**config.mk**
```make
export PLATFORM = sky130hd
export DESIGN_NAME = warp_issue_scheduler
export DESIGN_NICKNAME = d
export VERILOG_FILES = /design/src/rtl/warp_issue_scheduler.sv
export SDC_FILE = /design/constraint.sdc
export NUM_CORES = 2
export LEC_CHECK = 0
export CORE_MARGIN = 3
export CORE_UTILIZATION = 60
export DETAILED_ROUTE_END_ITERATION = 8
export PLACE_DENSITY = 0.78
export SETUP_SLACK_MARGIN = 0.2
export SKIP_LAST_GASP = 1
export SYNTH_ARGS = -nofsm -noshare
export SYNTH_HDL_FRONTEND = slang
export SYNTH_SLANG_ARGS = --single-unit
```
**constraint.sdc**
```tcl
create_clock -name clk -period 159.6 [get_ports clk]
set_input_delay 39.9 -clock clk [delete_from_list [all_inputs] [get_ports clk]]
set_output_delay 39.9 -clock clk [all_outputs]
set_load 0.02 [all_outputs]
```
**src/rtl/warp_issue_scheduler.sv**
```systemverilog
// Warp issue scheduler: picks one eligible warp per cycle (LRR or GTO)
// and offers it to decode through a registered valid/ready handshake.
module warp_issue_scheduler #(
  parameter int W    = 32,
  parameter int WIDX = $clog2(W),
  parameter int AGEW = 8
) (
  input  logic            clk,
  input  logic            rst_n,
  input  logic [W-1:0]    ready_mask,
  input  logic [W-1:0]    active_mask,
  input  logic            launch_valid,
  input  logic [WIDX-1:0] launch_id,
  input  logic            mode,
  output logic            issue_valid,
  output logic [WIDX-1:0] issue_warp_id,
  input  logic            issue_ready
);

  typedef enum logic {IDLE, OFFER} state_t;

  localparam logic [WIDX:0]   WL      = (WIDX+1)'(W);
  localparam logic [AGEW-1:0] AGE_MAX = '1;

  state_t          state, state_nxt;
  logic [W-1:0]    cand, rot;
  logic            any_cand, accept, load;
  logic [WIDX-1:0] rr_ptr, greedy_id;
  logic            greedy_vld;
  logic [WIDX:0]   nx_ptr, lrr_j, lrr_sum;
  logic [WIDX-1:0] acc_next, lrr_start, lrr_id;
  logic            g_vld_eff, g_found;
  logic [WIDX-1:0] g_id_eff, g_best, gto_id, sel_id;
  logic [AGEW-1:0] g_age;
  logic [AGEW-1:0] age [W];

  assign cand     = ready_mask & active_mask;
  assign any_cand = |cand;
  assign accept   = issue_valid & issue_ready;
  assign load     = any_cand & ((state == IDLE) | issue_ready);

  assign nx_ptr   = {1'b0, issue_warp_id} + (WIDX+1)'(1);
  assign acc_next = (nx_ptr == WL) ? '0 : WIDX'(nx_ptr);

  // A selection made on an accept edge must see the post-accept policy state
  assign lrr_start = accept ? acc_next : rr_ptr;
  assign g_vld_eff = accept | greedy_vld;
  assign g_id_eff  = accept ? issue_warp_id : greedy_id;

  assign rot = W'({cand, cand} >> lrr_start);

  always_comb begin
    lrr_j = '0;
    for (int i = W-1; i >= 0; i--)
      if (rot[i]) lrr_j = (WIDX+1)'(i);
  end

  assign lrr_sum = {1'b0, lrr_start} + lrr_j;
  assign lrr_id  = WIDX'((lrr_sum >= WL) ? lrr_sum - WL : lrr_sum);

  always_comb begin
    g_found = 1'b0;
    g_age   = '0;
    g_best  = '0;
    for (int i = 0; i < W; i++) begin
      if (cand[i] && (!g_found || age[i] > g_age)) begin
        g_found = 1'b1;
        g_age   = age[i];
        g_best  = WIDX'(i);
      end
    end
  end

  assign gto_id = (g_vld_eff && cand[g_id_eff]) ? g_id_eff : g_best;
  assign sel_id = mode ? gto_id : lrr_id;

  always_ff @(posedge clk or negedge rst_n) begin
    if (!rst_n) state <= IDLE;
    else        state <= state_nxt;
  end

  always_comb begin
    state_nxt = state;
    unique case (1'b1)
      (state == IDLE):  if (any_cand) state_nxt = OFFER;
      (state == OFFER): if (issue_ready && !any_cand) state_nxt = IDLE;
      default:          state_nxt = IDLE;
    endcase
  end

  always_comb begin
    issue_valid = (state == OFFER);
  end

  always_ff @(posedge clk or negedge rst_n) begin
    if (!rst_n) begin
      issue_warp_id <= '0;
      rr_ptr        <= '0;
      greedy_id     <= '0;
      greedy_vld    <= 1'b0;
    end else begin
      if (load) issue_warp_id <= sel_id;
      if (accept) begin
        rr_ptr     <= acc_next;
        greedy_id  <= issue_warp_id;
        greedy_vld <= 1'b1;
      end else if (!active_mask[greedy_id]) begin
        greedy_vld <= 1'b0;
      end
    end
  end

  // Launch ids >= W never match any slot, so they are ignored
  always_ff @(posedge clk or negedge rst_n) begin
    if (!rst_n) begin
      for (int i = 0; i < W; i++) age[i] <= '0;
    end else begin
      for (int i = 0; i < W; i++) begin
        if (!active_mask[i] || (launch_valid && launch_id == WIDX'(i)))
          age[i] <= '0;
        else if (age[i] != AGE_MAX)
          age[i] <= age[i] + AGEW'(1);
      end
    end
  end

endmodule

```
== Word level (Yosys, flattened, before mapping) ==
Cells that the tools add are included.
Cells by class
  add/sub/neg operators: 35
  magnitude comparators: 34
  eq/ne operators: 65
  shift-type cells: 1
  multiplexer cells: 204
  bitwise gates (word level): 6
  reductions and logical operators: 226
Operator list (count)
  $mux 8: 95
  $add 8x1->8 const B: 32
  $ne 8x8->1 const B: 32
  $gt 8x8->1: 31
  $mux 6: 31
  $mux 5: 37
  $eq 5x5->1 const B: 16
  $logic_and 1x1->1: 65
  $logic_not 1->1: 64
  $reduce_bool 2->1: 32
  $shr 64x5->32: 1
  $logic_or 1x1->1: 63
  $eq 5x4->1 const B: 8
  $mux 1: 38
  $and 32x32->32: 1
  $reduce_or 32->1: 1
  $eq 5x3->1 const B: 4
  $lt 5x6->1 const B: 2
  $bmux 1 s5: 2
  $eq 5x2->1 const B: 2
  $add 5x1->6 const B: 1
  $add 5x6->6: 1
  $eq 6x6->1 const B: 1
  $ge 6x6->1 const B: 1
  other kinds (8): 10
Storage, ports and cells
  register bits: 273
  input port bits: 74

== Depth between registers and ports, before layout ==
  depth after elaboration: 128
  gate-level depth with buffers: 365
  gate-level depth less buffers: 344

== Worst setup path before layout ==
OpenSTA, ideal clock, no wires.
  path type: input -> register
  start: in active_mask[0]
  end: reg issue_warp_id[2]
  setup time: 0.126 ns
  arrival time: 98.333 ns
  data required time: 159.474 ns
  setup slack: 61.141 ns
  stages: 348
  cell sequence: and2_1 buf_2 clkbuf_1 nand2_1 ha_1 a211oi_1 o21bai_1 nor4_1 or3_1 clkbuf_1 nand3_1 o21ai_0 inv_1 ha_1 nand4_1 a211oi_1 o41ai_1 a21o_1 [... 312 more ...] o211ai_1 clkbuf_1 clkbuf_1 o22ai_1 ha_1 nor2b_1 o21a_1 o21ai_0 nand2b_1 a21oi_1 nor2_1 a211oi_1 a21oi_1 o21bai_1 o21ai_0 a41oi_1 o2111ai_1 a221o_1
On the way
  cells in the longest elaborated chain, start to end: 128
  elaborated cells between the ends (all ways): 260
  classes of those cells: 2 x add/sub; 32 x order compare; 1 x shift; 128 x mux; 2 x bitwise; 95 x reduce/logical
Ends and longest elaborated chain
  start, declared: line 11  | input logic [W-1:0] active_mask,
  $and 32x32->32 (*): line 37  | assign cand = ready_mask & active_mask;
  $mux 8 / $mux 1 (equally long branches): line 66  | if (cand[i] && (!g_found || age[i] > g_age)) begin
  $gt 8x8->1 / $logic_not 1->1 (equally long branches): line 66
  $logic_or 1x1->1: line 66
  $logic_and 1x1->1: line 66
  $mux 8 / $mux 1 (equally long branches): line 66
  $gt 8x8->1 / $logic_not 1->1 (equally long branches): line 66
  $logic_or 1x1->1: line 66
  [... 112 more ...]
  $logic_and 1x1->1: line 66
  $mux 8 / $mux 1 (equally long branches): line 66
  $gt 8x8->1 / $logic_not 1->1 (equally long branches): line 66
  $logic_or 1x1->1: line 66
  $logic_and 1x1->1: line 66
  $mux 5: line 66
  $mux 5: line 74  | assign gto_id = (g_vld_eff && cand[g_id_eff]) ? g_id_eff : g_best;
  $mux 5: line 75  | assign sel_id = mode ? gto_id : lrr_id;
  end signal, assigned: line 102  | if (load) issue_warp_id <= sel_id;
  end, declared: line 16  | output logic [WIDX-1:0] issue_warp_id,
Mark *: on every way between the ends. The rest lies on a longest branch, timed or not. The select of a mux whose other input is x is not followed.
A chain may end at the register's enable or synchronous reset.

== Final worst setup path ==
Ends and elaborated chain as after synthesis.

==> summary.md <==
| Metric | Value |
|---|---|
| Crit start category | `input pin` |
| Layout cells sized above 1 | `0.0621` |
| Setup bufs post-CTS | `0` |
| Internal power | `355 µW` |
| Slowest stage delay, CP | `940 ps` |
| Final wirelength | `78,200 µm` |
| Synthesized area | `0.0270 mm²` |
| Worst r2r src | `age[253]$_DFFE_PN0P_` |
| Syn Area/Cell | `7.87 µm²` |
| Post-synthesis sequential area ratio | `0.253` |
| Dpl ws | `51,690 ps` |
| Clk pin slew, worst setup/hold paths | `60 ps` |
| Placer Congestion | `between 0.9 and 1` |
| Min cycle time layout | `108,810 ps` |
| Overall power | `721 µW` |
| Outcome | `finished clean` |
| Die width | `218 µm` |
| Multi-input gate area | `0.0188 mm²` |
| Worst Path Max Fanout | `19` |
| Crit. End Element | `flop` |
| Final HPWL DP | `60,500 µm` |
| CP max stage cell | `o21bai_1` |
| Fin worst setup slack | `50,790 ps` |
| DRT Pass-1 Iters | `6` |
| Placed insts | `between 4,000 and 5,000` |
| Drt wl/cell | `19.2 µm` |
| Max Root-Sink Buffers | `3` |
| RSZ-0062 raised after global routing | `false` |
| Sequential share of power | `0.112` |
| Finished Layout Cells | `4,069` |
| Pleak | `between 10 and 15 nW` |
| Worst hold path class | `reg -> reg` |
| Reg-to-reg slack, setup | `90,830 ps` |
| Switching Share | `0.508` |
| Crit Path Class | `in -> reg` |
| CTS root buffer | `clkbuf_16` |
| Hold Path Depth | `2` |
| Fmax | `9.19 MHz` |
| Min-delay src | `greedy_vld$_DFFE_PN0P_` |
| Biggest area consumer among synthesized cells | `dfrtp_1` |
| Largest net degree at the start of global routing | `94` |
| Synth Instances | `3,425` |
| Worst-margin pin slew | `1200 ps` |
| Num CTS Buffers | `35` |
| Vias in the first global route | `25,045` |
| Fillers | `3,759` |
| Die H | `~220 µm` |
| H-tree Lvls | `2` |
| # IOs | `80` |
| Critical path arrival | `109,240 ps` |
| Via/cell ratio | `6.32` |
| CTS tree | `yes` |
| Clock network power share | `0.121` |
| Most common cell in the netlist | `nor2_1` |
| Total track usage | `0.324` |
| Period utilization | `0.682` |
| Flop and latch count out of synthesis | `between 200 and 300` |
| Power density cells | `24.4 mW/mm²` |
| Ant diodes | `0` |
| Final Max Tran Viols | `0` |
| Netlist cell types | `between 90 and 100` |
| Initial Utilization | `0.608` |
| Sw power | `366 µW` |
| Primary FF master, synth | `dfrtp_1` |
| Async SR Flop Fraction | `1.00` |
| Setup_tns | `0 ps` |
| MaxCap Viol Count | `0` |
| Cell count of the worst reg-to-reg path | `329` |
| DR vias | `roughly 26,000` |
| Overflow after GRT | `0` |
| Top post-synthesis cells by count | `nor2_1, nand2_1, dfrtp_1, ha_1, inv_1` |
| # setup viols final | `0` |
| Fin nets | `3,788` |
| # rows | `77` |
| Placeable Area | `0.0443 mm²` |
| Final Hold Fails | `0` |
| Rel. slew slack | `0.201` |
| Sequential cell area | `0.00683 mm²` |
| Comb pwr share | `0.767` |
| CP most frequent cell | `a21oi_1` |
| Die ar. | `about 0.048 mm²` |
| Clk_skew | `around 17 ps` |
| CP bufs+invs | `27` |
| Largest cells by area after synthesis | `dfrtp_1, ha_1, mux2i_1` |
| DRC Markers | `0` |
| Worst skew pair latency | `570 ps` |
| PostCTS Resize Cnt | `0` |
| Critical R2R Capture | `issue_warp_id[2]$_DFFE_PN0P_` |
| Detail Route Antenna Nets | `0` |
| Initial antenna violation count | `0` |
| WHS Endpoint | `greedy_vld$_DFFE_PN0P_` |
| Synthesis-to-finish area growth | `9.40%` |
| Ys Warns | `0` |
| # clock sinks | `273` |
| Critical path's top delay family | `compound AO/OA/AOI/OAI gates` |
| Post-synth top area share | `0.253` |
| Post-synth EDFFs | `0` |
| Hold-fix buffers, CTS | `0` |
| Port Buffers | `79` |
| Drt initial violations | `2,114` |
| Post-Synthesis Net Count | `3,761` |
| Fin area | `0.0295 mm²` |
| Placed cell area | `0.0282 mm²` |
| Global-route wire length before repair | `127,000 µm` |
| Data required time of the worst path | `roughly 160,000 ps` |
| Peak supply drop | `slightly above 0.02 mV` |
-- worst max-delay path by stage --
| stage | startpoint | endpoint | slack (ps) | cells after the start |
|---|---|---|---|---|
| final | active_mask[0] | issue_warp_id[2]$_DFFE_PN0P_ | 50790 | 331 |
| after floorplan | active_mask[0] | issue_warp_id[2]$_DFFE_PN0P_ | 61140 | 348 |
| after global placement | active_mask[0] | issue_warp_id[2]$_DFFE_PN0P_ | 54430 | 328 |
| after CTS | active_mask[0] | issue_warp_id[2]$_DFFE_PN0P_ | 52140 | 331 |
| after detailed placement | active_mask[0] | issue_warp_id[2]$_DFFE_PN0P_ | 51690 | 331 |
| after global routing | active_mask[0] | issue_warp_id[2]$_DFFE_PN0P_ | 44500 | 330 |
-- registers in the layout, summed over array words and instances, names as in the netlist --
name and count:
rr_ptr 5, greedy_id 5, issue_warp_id 5, issue_valid 1
greedy_vld 1, age 256
-- layer usage --
| metal | GRT usage | part of all wire |
|---|---|---|
| met4 | 0.124 | 0.039 |
| met1 | 0.433 | 0.44 |
| met3 | 0.0507 | 0.066 |
| met2 | 0.530 | 0.45 |
| met5 | 0 | 0 |
-- power groups by stage --
stage | clock network [mW] | logic, mW | registers [mW]
finish | 0.0874 | 0.553 | 0.0808
global route | 0.0910 | 0.619 | 0.0813
global placement | 0 | 0.524 | 0.0816
CTS | 0.0885 | 0.543 | 0.0806
floorplan | 0 | 0.420 | 0.0786
detailed placement | 0 | 0.539 | 0.0818
-- cells in the final DEF, fill, tap and decap left out, types with 38 or more instances in the layout --
| cell type | n |
|---|---|
| a211oi_1 | 57 |
| a21o_1 | 63 |
| a21oi_1 | 220 |
| a31oi_1 | 53 |
| and3_1 | 94 |
| clkdlybuf4s50_1 | 78 |
| dfrtp_1 | 273 |
| ha_1 | 261 |
| inv_1 | 252 |
| mux2_2 | 85 |
| mux2i_1 | 191 |
| nand2_1 | 275 |
| nand3_1 | 205 |
| nand4_1 | 69 |
| nor2_1 | 446 |
| nor3_1 | 59 |
| o21ai_0 | 193 |
| o21ai_1 | 38 |
| xnor2_1 | 51 |
| xor2_1 | 58 |
-- through the flow --
stage               hold WS, ps  utilization
floorplan                   505            -
global placement            530        0.637
detailed placement          536        0.637
CTS                         545        0.665
global route                588        0.665
finish                      543        0.665
-- worst min-delay path: cells and delay by family (launching register included) --
family / cells / cell delay (ps)
compound gates: 1 / 70
buf+inv: 1 / 50
flops: 1 / 380
-- cell families (layout without fill, tap and decap cells) --
kind of cell / count (synthesis) / after routing / synth area share
AO/OA/AOI/OAI: 794 / 794 / 0.184
XOR/XNOR: 109 / 109 / 0.0354
buffers and inverters: 357 / 409 / 0.0503
adder cells (fa/ha/maj): 264 / 264 / 0.123
multiplexers: 294 / 294 / 0.119
flip-flops: 273 / 273 / 0.253
AND/OR/NAND/NOR: 1334 / 1334 / 0.235
-- layout make-up --
cell class                      instances  share of cell area
Clock buffer                           50              0.0364
Clock inverter                         12             0.00649
Inverter                              256              0.0326
Multi-Input combinational cell       2795               0.638
Sequential cell                       273               0.232
Tap cell                              592              0.0251
Timing Repair Buffer                   91              0.0300
(Power assumes the default switching activity.)
